===== src/rtl/sdram_bridge_pkg.sv =====
// sdram_bridge_pkg: state encoding and default parameters
// shared by the Wishbone-to-SDRAM bridge.
package sdram_bridge_pkg;

   localparam int          ADDR_W           = 23;
   localparam logic [31:0] DEF_BASE_ADDR    = 32'h3800_0000;
   localparam logic [31:0] DEF_ADDR_MASK    = 32'hFF80_0000;
   localparam int          DEF_TIMEOUT      = 1023;
   localparam logic [31:0] DEF_TIMEOUT_DATA = 32'hDEAD_BEEF;

   typedef enum logic [2:0] {
      S_IDLE,
      S_ISSUE,
      S_ACCEPT,
      S_CHECK,
      S_WAIT_RD,
      S_WAIT_WR,
      S_MERGE,
      S_ACK
   } state_t;

endpackage


===== src/rtl/sdram_byte_merge.sv =====
// sdram_byte_merge: per-lane select of new write bytes over
// old read bytes for the bridge's read-modify-write path.
module sdram_byte_merge (
   input  logic [3:0]  sel,
   input  logic [31:0] wdata,
   input  logic [31:0] rdata,
   output logic [31:0] merged
);

   always_comb begin
      merged = rdata;
      for (int b = 0; b < 4; b++) begin
         if (sel[b]) merged[b*8 +: 8] = wdata[b*8 +: 8];
      end
   end

endmodule


===== src/rtl/sdram_wb_bridge.sv =====
// sdram_wb_bridge: Wishbone classic slave to SDRAM controller.
// Define SDRAM_BRIDGE_RMW_EN for byte-lane writes via read-modify-write.
module sdram_wb_bridge
   import sdram_bridge_pkg::*;
#(
   parameter logic [31:0] BASE_ADDR    = DEF_BASE_ADDR,
   parameter logic [31:0] ADDR_MASK    = DEF_ADDR_MASK,
   parameter int          TIMEOUT      = DEF_TIMEOUT,
   parameter logic [31:0] TIMEOUT_DATA = DEF_TIMEOUT_DATA
) (
   input  logic              clk,
   input  logic              rst_n,
   input  logic              wbs_cyc_i,
   input  logic              wbs_stb_i,
   input  logic              wbs_we_i,
   input  logic [3:0]        wbs_sel_i,
   input  logic [31:0]       wbs_adr_i,
   input  logic [31:0]       wbs_dat_i,
   output logic              wbs_ack_o,
   output logic [31:0]       wbs_dat_o,
   output logic [ADDR_W-1:0] ctrl_addr,
   output logic              ctrl_rw,
   output logic [31:0]       ctrl_wdata,
   output logic              ctrl_in_valid,
   input  logic              ctrl_busy,
   input  logic [31:0]       ctrl_rdata,
   input  logic              ctrl_out_valid,
   output logic              timeout_o
);

   localparam int            CW  = $clog2(TIMEOUT + 1);
   localparam logic [CW-1:0] TMO = CW'(TIMEOUT);

   state_t        state;
   state_t        rd_next;
   logic [CW-1:0] cnt;
   logic          we;
   logic          wr_ph;
   logic          abort;
   logic [31:0]   rdata;
   logic          hit;
   logic          counting;
   logic          tmo;

   assign hit = wbs_cyc_i & wbs_stb_i &
                ((wbs_adr_i & ADDR_MASK) == BASE_ADDR);
   assign counting = (state == S_ISSUE) | (state == S_CHECK) |
                     (state == S_WAIT_RD) | (state == S_WAIT_WR);
   assign tmo = (cnt == TMO);

`ifdef SDRAM_BRIDGE_RMW_EN
   logic        rmw;
   logic [3:0]  sel;
   logic [31:0] merged;

   // ctrl_wdata still holds the master's data until MERGE.
   sdram_byte_merge u_merge (
      .sel    (sel),
      .wdata  (ctrl_wdata),
      .rdata  (rdata),
      .merged (merged)
   );

   assign rd_next = rmw ? S_MERGE : S_ACK;
`else
   assign rd_next = S_ACK;
`endif

   always_ff @(posedge clk or negedge rst_n) begin
      if (!rst_n) begin
         state         <= S_IDLE;
         cnt           <= '0;
         we            <= 1'b0;
         wr_ph         <= 1'b0;
         abort         <= 1'b0;
         rdata         <= '0;
         wbs_ack_o     <= 1'b0;
         wbs_dat_o     <= '0;
         ctrl_addr     <= '0;
         ctrl_rw       <= 1'b0;
         ctrl_wdata    <= '0;
         ctrl_in_valid <= 1'b0;
         timeout_o     <= 1'b0;
`ifdef SDRAM_BRIDGE_RMW_EN
         rmw           <= 1'b0;
         sel           <= '0;
`endif
      end else begin
         wbs_ack_o     <= 1'b0;
         ctrl_in_valid <= 1'b0;
         timeout_o     <= 1'b0;
         if (state != S_IDLE && !wbs_cyc_i) abort <= 1'b1;
         if (counting && tmo) begin
            timeout_o <= 1'b1;
            if (!wr_ph) rdata <= TIMEOUT_DATA;
            state <= S_ACK;
         end else begin
            if (counting) cnt <= cnt + CW'(1);
            unique case (state)
               S_IDLE: begin
                  // ack_o high means this stb was just acknowledged
                  if (hit && !wbs_ack_o) begin
                     ctrl_addr  <= {wbs_adr_i[22:2], 2'b00};
                     ctrl_wdata <= wbs_dat_i;
                     we         <= wbs_we_i;
                     abort      <= 1'b0;
                     cnt        <= '0;
`ifdef SDRAM_BRIDGE_RMW_EN
                     sel   <= wbs_sel_i;
                     rmw   <= wbs_we_i & (wbs_sel_i != 4'hF);
                     wr_ph <= wbs_we_i & (wbs_sel_i == 4'hF);
`else
                     wr_ph <= wbs_we_i;
`endif
                     if (wbs_we_i && wbs_sel_i == 4'h0)
                        state <= S_ACK;
                     else
                        state <= S_ISSUE;
                  end
               end
               S_ISSUE: begin
                  if (!ctrl_busy) begin
                     ctrl_in_valid <= 1'b1;
                     ctrl_rw       <= wr_ph;
                     state         <= S_ACCEPT;
                  end
               end
               S_ACCEPT: state <= S_CHECK;
               S_CHECK: begin
                  if (!wr_ph && ctrl_out_valid) begin
                     rdata <= ctrl_rdata;
                     state <= rd_next;
                  end else if (ctrl_busy) begin
                     state <= wr_ph ? S_WAIT_WR : S_WAIT_RD;
                  end else begin
                     state <= S_ISSUE;
                  end
               end
               S_WAIT_RD: begin
                  if (ctrl_out_valid) begin
                     rdata <= ctrl_rdata;
                     state <= rd_next;
                  end
               end
               S_WAIT_WR: if (!ctrl_busy) state <= S_ACK;
`ifdef SDRAM_BRIDGE_RMW_EN
               S_MERGE: begin
                  ctrl_wdata <= merged;
                  wr_ph      <= 1'b1;
                  cnt        <= '0;
                  state      <= S_ISSUE;
               end
`endif
               S_ACK: begin
                  if (!abort && wbs_cyc_i) begin
                     wbs_ack_o <= 1'b1;
                     if (!we) wbs_dat_o <= rdata;
                  end
                  state <= S_IDLE;
               end
               default: state <= S_IDLE;
            endcase
         end
      end
   end

endmodule


===== config.mk =====
export PLATFORM = sky130hd
export DESIGN_NAME = sdram_wb_bridge
export DESIGN_NICKNAME = d
export VERILOG_FILES = /design/src/rtl/sdram_bridge_pkg.sv /design/src/rtl/sdram_byte_merge.sv /design/src/rtl/sdram_wb_bridge.sv
export SDC_FILE = /design/constraint.sdc
export NUM_CORES = 1
export LEC_CHECK = 0
export ABC_CLOCK_PERIOD_IN_PS = 4150
export BUFFER_PORTS_ARGS = -buffer_cell sky130_fd_sc_hd__buf_2
export CORE_ASPECT_RATIO = 0.8
export CORE_MARGIN = 1.5
export CORE_UTILIZATION = 30
export DETAILED_ROUTE_END_ITERATION = 12
export SETUP_SLACK_MARGIN = 0.5
export SYNTH_ARGS = -nofsm -noshare
export SYNTH_HDL_FRONTEND = slang
export SYNTH_HIERARCHICAL = 1
export SYNTH_SLANG_ARGS = --single-unit

===== constraint.sdc =====
create_clock -name clk -period 4.15 [get_ports clk]
set_clock_uncertainty 0.2 [all_clocks]
set_input_delay 0.2075 -clock clk [delete_from_list [all_inputs] [get_ports clk]]
set_output_delay 0.2075 -clock clk [all_outputs]
set_load 0.05 [all_outputs]

==> reports/metrics.cfg, run 1 <==
[run_status]
status = complete, no violations

[critical_path]
worstSetupPathType = flip-flop to flip-flop
critPathLaunchType = flip-flop
crit_path_max_fanout = 40
setup.worst_path.end_class = flip-flop
cp.required_ps = 4280
crit_arrival_ps = 3240

[grt]
grt_pass1_vias = 4728
grt_max_degree = 110
initial_antenna_violation_count = 0
grt_pass1_wl_um = 24000
grt_remaining_overflow = 0
track_usage_pct = 15.6

[timing]
drv_slew = 0
timing.final.crit_period_ps = 3110
finalCritPeriodShare_pct = 74.9
unrepaired_setup_endpoints_after_global_routing = false
setup_ws_ps = 1040
fmax_mhz = 322
max-slew-margin-rel_pct = 24.9
setup_violations = 0
totalNegativeSetupSlack_ps = 0
hold_viol_final = 0
worst-slew-pin-transition_ps = 1130

[logic_synthesis]
synth-seq-area-share_pct = 59.0
synth.avg_cell_area_sq_um = 13.7
ys_ff_latch = 136
synth_enable_flop_cells = 0
synth_ff_type = dfrtp_1
yosysUniqueCellTypes = 48
ys.warnings.count = 6
async_flop_share_pct = 100
syn-instance-count = 420
syn_area_sq_um = 5770

[clocking]
clk_transition_reported_paths_ps = 60
cts.repair.resized = 0
worst_skew_pair.late_latency_ps = 410
clock_tree.htree_level_count = 4
tritoncts = yes
cts-buffers-inserted = 17
clockRootBuffer = clkbuf_16
cts_max_path_buffers = 2
clkSinkCount = 136

[layout]
layout.area.seq_sq_um = 3400
antenna_cells = 0
final_layout_size_suffix_gt1_share_pct = 48.8
nNetsFinal = 808
areaGrowthSynthToFinish_pct = 46.2
stdcell_area_sq_um = 8440
n_fill_cell = 1704
multiInputGateArea_sq_um = 2170

[die]
fp.dieH_um = 127
coreArea_sq_um = 18900
chipWidth_um = 158
num_rows = 45
initial_core_utilization_pct = 30.5
die_area_sq_um = 20100
num_io_pins = 198

[drt]
remaining_drc_errors = 0
firstDrtPassIters = 4
drt_first_iter_violations = 213
drt.antenna.violating_nets = 0
viasPerCell = 4.59
wirelength_routed_um = 15300
route.detailed.wl_per_inst_um = 15.8
via_count = 4456

[power_and_ir_drop]
vdd_drop_max_uv = 249
share_seq_of_total_power_pct = 41.8
part_of_the_total_power_dissipated_in_the_clock_network_pct = 35.7
power.share.combinational_pct = 22.5
netSwitchingFraction_pct = 29.2
netSwitchingPower_mw = 1.20
p_leak_nw = 4.41
power_density_nw_per_um2 = 489
internal-power_mw = 2.92

[placement]
rd_place_congestion = 0.812
post_dp_cell_area_sq_um = 6960
port_buffers = 193
hpwlAfterDp_um = 9320
place_worst_setup_slack_ps = 1020

[min_path]
hold_wc_path_type = primary input to flip-flop

[run]
drv.max_cap_violation_count = 0

power groups by stage:
stage | sequential, mW | clock [mW] | combinational (mW)
6_report | 1.72 | 1.47 | 0.927
5_1_grt | 1.75 | 1.59 | 1.02
4_1_cts | 1.72 | 1.52 | 0.931
3_5_place_dp | 1.74 | 0 | 0.862
3_3_place_gp | 1.72 | 0 | 0.828
2_1_floorplan | 1.71 | 0 | 0.669
Yosys cell counts, types with 2 or more instances:
cell type	n	area, sq um
dfrtp_1	136	3400
mux2_2	106	1190
o21bai_1	25	188
nand2_1	14	52.6
inv_1	13	48.8
mux2i_1	13	130
buf_2	12	60.1
o21ai_0	12	60.1
nor3_1	11	55.1
clkbuf_1	10	37.5
nand3_1	5	25.0
nand4_1	5	31.3
nor2_1	5	18.8
buf_6	4	45.0
a21oi_1	3	15.0
and3_1	3	18.8
mux2_1	3	33.8
nand2b_1	3	18.8
a31o_2	2	17.5
a31oi_1	2	12.5
buf_4	2	15.0
mux2_4	2	30.0
nor3b_1	2	15.0
nor4bb_1	2	20.0
or2_2	2	12.5
cell type report:
| cell class | instances | share of cell area, % |
|---|---|---|
| clock inverter | 12 | 1.36 |
| timing repair buffer | 288 | 22.6 |
| clock buffer | 20 | 5.53 |
| multi-input combinational | 244 | 25.7 |
| sequential | 136 | 40.3 |
| inverter | 13 | 0.578 |
| tap | 258 | 3.83 |
kinds of logic (layout without fill, tap and decap cells):
group | after synthesis | count (layout) | share of synthesized area, %
AO/OA/AOI/OAI | 56 | 56 | 7.09
buffers and inverters | 41 | 333 | 3.58
adder cells (fa/ha/maj) | 1 | 1 | 0.217
flip-flops | 136 | 136 | 59.0
AND/OR/NAND/NOR | 61 | 61 | 5.99
other | 1 | 2 | 0.0650
multiplexers | 124 | 124 | 24.1
sequential cells by signal (all words and copies together) (netlist names):
name / cells
rdata: 32
ctrl_wdata: 32
wbs_dat_o: 32
wr_ph: 1
ctrl_rw: 1
cnt: 10
ctrl_addr: 21
abort: 1
wbs_ack_o: 1
state: 3
timeout_o: 1
ctrl_in_valid: 1
worst paths after layout:
check / startpoint / to / slack [ps] / cells after the start
min in group asynchronous: rst_n / wbs_dat_o[24]$_DFFE_PN0P_ / 290 / 2
min reg2reg: rdata[16]$_DFFE_PN0P_ / wbs_dat_o[16]$_DFFE_PN0P_ / 290 / 1
min: ctrl_out_valid / state[2]$_DFFE_PN0P_ / 70 / 4
max reg2reg: cnt[3]$_DFFE_PN0N_ / rdata[20]$_DFFE_PN0P_ / 1040 / 5
max: cnt[3]$_DFFE_PN0N_ / rdata[20]$_DFFE_PN0P_ / 1040 / 5
max in group asynchronous: rst_n / wbs_dat_o[25]$_DFFE_PN0P_ / 2550 / 3
through the flow:
step / util [%] / instances / hold slack (ps) / total power, mW
4_1_cts: 44.6 / 971 / 39.1 / 4.17
3_3_place_gp: 36.8 / 850 / 195 / 2.55
2_1_floorplan: - / 421 / -288 / 2.38
6_report: 44.6 / 971 / 69.2 / 4.12
3_5_place_dp: 36.8 / 850 / 222 / 2.60
5_1_grt: 44.6 / 971 / 55.6 / 4.36
worst max-delay path, stage by stage, from the launching register on:
cell	delay, ps
dfrtp_1	480
nand4_1	180
or2_2	670
o221ai_4	990
buf_4	290
mux2i_1	190
per-layer routing:
metal,part of all wire [%],track usage (%),up-vias,wire (um)
met1,42,18.7,2195,6510
met4,1.6,5.50,0,247
li1,-,-,2055,-
met5,0,0,-,0
met3,8.4,5.80,16,1280
met2,48,25.8,190,7290
cells in the final DEF, fill, tap and decap left out, types with 3 or more instances in the layout:
master	n
buf_2	192
dfrtp_1	136
mux2_2	106
dlygate4sd3_1	89
o21bai_1	25
clkbuf_16	17
nand2_1	14
inv_1	13
mux2i_1	13
o21ai_0	12
nor3_1	11
buf_4	6
nor2_1	5
nand4_1	5
nand3_1	5
inv_6	4
nand2b_1	3
mux2_1	3
and3_1	3
a21oi_1	3
clkbuf_8	3
clkinvlp_4	3
timing repair:
action                                 CTS  global route
endpoints found under the hold margin  198             0
setup buffers                            0             0
hold buffers                            89             0
Note: power is estimated with default switching activity, not from simulation.
==> run 2, diff against run 1 <==
ABC_CLOCK_PERIOD_IN_PS = 3100   (was 4150)
clock period = 3.1 ns   (was 4.15 ns; I/O delays follow)
==> reports/metrics.cfg, run 2 (synthesis results as in run 1) <==
[layout]
antenna_cells = 0
layout.cells.most_common = buf_2
finalCoreUtilization_pct = 44.9
final_layout_size_suffix_gt1_share_pct = 48.8
stdcell_area_sq_um = 8500
layout_common_cells = buf_2 (192), dfrtp_1 (136), mux2_2 (106), dlygate4sd3_1 (90), o21bai_1 (25)
layout.area.seq_sq_um = 3400
fin_cells = 973
n_fill_cell = 1677
areaGrowthSynthToFinish_pct = 47.4
multiInputGateArea_sq_um = 2170
registers_with_the_most_flip_flops = ctrl_wdata: 32 flops, rdata: 32 flops, wbs_dat_o: 32 flops
nNetsFinal = 811

[die]
num_io_pins = 198
fp.dieH_um = 127
chipWidth_um = 158
num_rows = 45
coreArea_sq_um = 18900
initial_core_utilization_pct = 30.5
die_area_sq_um = 20100

[timing]
timing.final.crit_period_ps = 2470
hold_viol_final = 0
setup_violations = 0
drv_slew = 0
finalCritPeriodShare_pct = 79.6
fmax_mhz = 405
worst-slew-pin-transition_ps = 750
totalNegativeSetupSlack_ps = 0
unrepaired_setup_endpoints_after_global_routing = false
max-slew-margin-rel_pct = 49.6

[placement]
dpl.cell_count = 852
port_buffers = 193
post_dp_cell_area_sq_um = 7000
hpwlAfterDp_um = 9750
rd_place_congestion = 0.837

[clocking]
cts_max_path_buffers = 2
clkSinkCount = 136
cts_post_setup_buffers_inserted = 0
tritoncts = yes
clock_tree.htree_level_count = 4
cts-buffers-inserted = 17
clk_transition_reported_paths_ps = 60
worst_skew_pair.late_latency_ps = 410
clockRootBuffer = clkbuf_16
cts.repair.resized = 0

[critical_path]
crit_arrival_ps = 2560
worstSetupPathType = flip-flop to flip-flop
setup.worst_path.end_class = flip-flop
cp.required_ps = 3190
crit_path_max_fanout = 32
critPathLaunchType = flip-flop

[grt]
track_usage_pct = 16.0
grt_max_degree = 62
grt_remaining_overflow = 0
grt_pass1_vias = 4746
initial_antenna_violation_count = 0
grt_pass1_wl_um = 24500

[run]
drv.max_cap_violation_count = 0

[drt]
viasPerCell = 4.59
drt_first_iter_violations = 166
remaining_drc_errors = 0
route.detailed.wl_per_inst_um = 15.8
wirelength_routed_um = 15400
firstDrtPassIters = 4
drt.antenna.violating_nets = 0
via_count = 4467

[power_and_ir_drop]
vdd_drop_max_uv = 252
power_density_nw_per_um2 = 660
p_leak_nw = 4.44

[run_status]
status = complete, no violations

[min_path]
hold_wc_path_type = primary input to flip-flop

run 2: cell types whose count changed in the layout (fill, tap and decap cells not counted):
| cell | before | now |
|---|---|---|
| buf_12 | 0 | 2 |
| bufinv_16 | 1 | 3 |
| clkbuf_8 | 3 | 0 |
| clkinv_2 | 2 | 3 |
| clkinv_4 | 2 | 3 |
| clkinvlp_4 | 3 | 2 |
| dlygate4sd3_1 | 89 | 90 |
| inv_6 | 4 | 3 |
run 2: where the power goes:
| part | leakage (nW) | internal (mW) | switching (mW) |
|---|---|---|---|
| Clock | 0.290 | 1.27 | 0.786 |
| Sequential | 1.80 | 2.08 | 0.220 |
| Combinational | 2.35 | 0.658 | 0.599 |
run 2: worst paths after layout:
path / start / endpoint / slack [ps] / cells past startpoint
hold reg to reg: rdata[16]$_DFFE_PN0P_ / wbs_dat_o[16]$_DFFE_PN0P_ / 290 / 1
setup reg to reg: state[1]$_DFFE_PN0P_ / rdata[6]$_DFFE_PN0P_ / 630 / 5
max in group asynchronous: rst_n / ctrl_wdata[13]$_DFFE_PN0P_ / 1820 / 3
setup / recovery: state[1]$_DFFE_PN0P_ / rdata[6]$_DFFE_PN0P_ / 630 / 5
min in group asynchronous: rst_n / rdata[22]$_DFFE_PN0P_ / 90 / 2
hold / removal: wbs_adr_i[25] / cnt[4]$_DFFE_PN0N_ / 70 / 5
run 2: layer usage:
layer,GRT usage (%),up-vias,routed length (um)
li1,-,2071,-
met4,6.21,0,293
met1,18.8,2183,6600
met5,0,-,0
met3,5.70,24,1220
met2,26.6,189,7280
run 2: layout make-up:
type / instances / share of cell area (%)
Sequential cell: 136 / 40.0
Clock inverter: 14 / 2.03
Multi-Input combinational cell: 244 / 25.5
Timing Repair Buffer: 291 / 23.0
Inverter: 13 / 0.574
Clock buffer: 17 / 5.00
Tap cell: 258 / 3.80
run 2: timing repair:
item | 4_1_cts | 5_1_grt
endpoints found under the setup margin | 0 | 0
hold buffers | 90 | 0
hold endpoints to repair | 150 | 0
run 2: per-stage QoR:
| stage | hold slack (ps) | power (mW) | worst slack [ps] |
|---|---|---|---|
| CTS | 46.9 | 5.68 | 627 |
| finish | 68.6 | 5.61 | 632 |
| global placement | -42.0 | 3.41 | 688 |
| detailed placement | -25.8 | 3.50 | 637 |
| global route | 53.9 | 5.93 | 546 |
| floorplan | -341 | 3.18 | 885 |
run 2: worst max-delay path: stages, from the launching register on:
cell	delay [ps]
dfrtp_1	520
and2_4	210
or3_1	500
o221ai_4	270
buf_12	260
mux2_2	360
==> run 3, diff against run 2 <==
ABC_CLOCK_PERIOD_IN_PS = 2500   (was 3100)
clock period = 2.5 ns   (was 3.1 ns; I/O delays follow)
==> reports/metrics.cfg, run 3 (synthesis results as in run 1) <==
[clocking]
cts-buffers-inserted = 17
clock_tree.htree_level_count = 4
clockRootBuffer = clkbuf_16
clk_transition_reported_paths_ps = 60
cts_max_path_buffers = 2
tritoncts = yes
clkSinkCount = 136
worst_skew_pair.late_latency_ps = 410

[critical_path]
critPathLaunch = cnt[1]$_DFFE_PN0N_
crit_arrival_ps = 2220
reg2regPathDepth = 7
worstReg2RegEnd = rdata[25]$_DFFE_PN0P_
crit_path_max_fanout = 8
setup.worst_path.end_class = flip-flop
critPathLaunchType = flip-flop
worstSetupPathType = flip-flop to flip-flop
regToRegSetupSlack_ps = 370
cp.required_ps = 2590
rr_startpoint = cnt[1]$_DFFE_PN0N_

[drt]
remaining_drc_errors = 0
route.detailed.wl_per_inst_um = 15.9
drt.antenna.violating_nets = 0
drt_first_iter_violations = 179
firstDrtPassIters = 4
via_count = 4555
wirelength_routed_um = 15900
viasPerCell = 4.58

[layout]
antenna_cells = 0
nNetsFinal = 834
layout_common_cells = buf_2 (192), dfrtp_1 (133), dlygate4sd3_1 (90), mux2_2 (86), o21bai_1 (25)
layout.cells.most_common = buf_2
registers_with_the_most_flip_flops = ctrl_wdata: 32 flops, rdata: 32 flops, wbs_dat_o: 32 flops
final_layout_size_suffix_gt1_share_pct = 52.0
finalCoreUtilization_pct = 47.3
areaGrowthSynthToFinish_pct = 55.2

[placement]
hpwlAfterDp_um = 9160
rd_place_congestion = 0.792
port_buffers = 193

[die]
chipWidth_um = 158
initial_core_utilization_pct = 30.5
num_io_pins = 198
fp.dieH_um = 127
die_area_sq_um = 20100
num_rows = 45
coreArea_sq_um = 18900

[timing]
finalCritPeriodShare_pct = 85.2
timing.final.crit_period_ps = 2130
drv_slew = 0
unrepaired_setup_endpoints_after_global_routing = true
worst-slew-pin-transition_ps = 526
setup_violations = 0
hold_viol_final = 0
totalNegativeSetupSlack_ps = 0
max-slew-margin-rel_pct = 64.9
fmax_mhz = 469

[min_path]
hold_wc_path_type = primary input to flip-flop
worstHoldEndpoint = cnt[4]$_DFFE_PN0N_
hold_path.startpoint = wbs_adr_i[24]
timing.hold.worst_path_depth = 5

[grt]
grt_max_degree = 57
track_usage_pct = 15.6
grt_remaining_overflow = 0
grt_pass1_vias = 4799
grt_pass1_wl_um = 24200
initial_antenna_violation_count = 1

[power_and_ir_drop]
power_density_nw_per_um2 = 841
p_leak_nw = 4.73
vdd_drop_max_uv = 470

[run]
drv.max_cap_violation_count = 0

[run_status]
status = complete, no violations

## run 3: changes by cell type in the layout (fill, tap and decap cells not counted), sizes merged
| cell | change |
|---|---|
| clkbuf | +5 |
| inv | -1 |
| buf | +20 |
| clkinvlp | +1 |
| clkinv | -3 |
## run 3: timing repair
item | CTS | global route
pin swaps | 4 | 3
setup endpoints to repair | 66 | 125
hold buffers | 90 | 0
hold endpoints to repair | 225 | 0
cloned | 2 | 3
resized for setup | 18 | 8
buffers inserted | 9 | 4
## run 3: critical path: stages, from the launching register on
cell and delay (ps):
dfrtp_1 360, ha_2 200, nand2_2 70, or3_4 350
o221ai_4 200, buf_12 170, buf_12 150, mux2_4 310
## run 3: routing by layer
metal	global-route usage [%]	routed length (um)	up-vias
li1	-	-	2103
met1	19.5	6950	2245
met2	25.4	7410	185
met3	5.29	1270	20
met4	4.84	221	2
met5	0	11	-
## run 3: report_power, final
| part | switching, mW | internal [mW] | leakage [nW] |
|---|---|---|---|
| clock network | 0.962 | 1.59 | 0.282 |
| registers | 0.218 | 2.59 | 1.80 |
| logic | 0.951 | 1.22 | 2.65 |
| total | 2.13 | 5.40 | 4.73 |
## run 3: worst max-delay path by stage
stage | endpoint | slack (ps) | cells past startpoint
floorplan | rdata[0]$_DFFE_PN0P_ | 340 | 7
global placement | rdata[26]$_DFFE_PN0P_ | 290 | 6
detailed placement | rdata[25]$_DFFE_PN0P_ | 230 | 6
CTS | rdata[25]$_DFFE_PN0P_ | 370 | 7
global route | rdata[25]$_DFFE_PN0P_ | 320 | 7
finish | rdata[25]$_DFFE_PN0P_ | 370 | 7
## run 3: cell type report
type | count | area [sq um]
clock buffers | 19 | 443
flip-flops and latches | 136 | 3410
inverters | 13 | 48.8
fillers | 1657 | 9960
well taps | 258 | 323
multi-input cells | 244 | 2300
clock inverters | 11 | 149
repair buffers | 314 | 2280
## run 3: stage by stage
stage	power (mW)	area, sq um	cells	hold WS, ps	setup slack (ps)
finish	7.53	8950	995	21.9	370
global route	7.94	8950	995	39.9	323
CTS	7.49	8830	988	28.4	366
detailed placement	4.50	7130	857	-75.9	226
global placement	4.39	7130	857	-87.8	288
floorplan	4.04	5830	421	-371	341
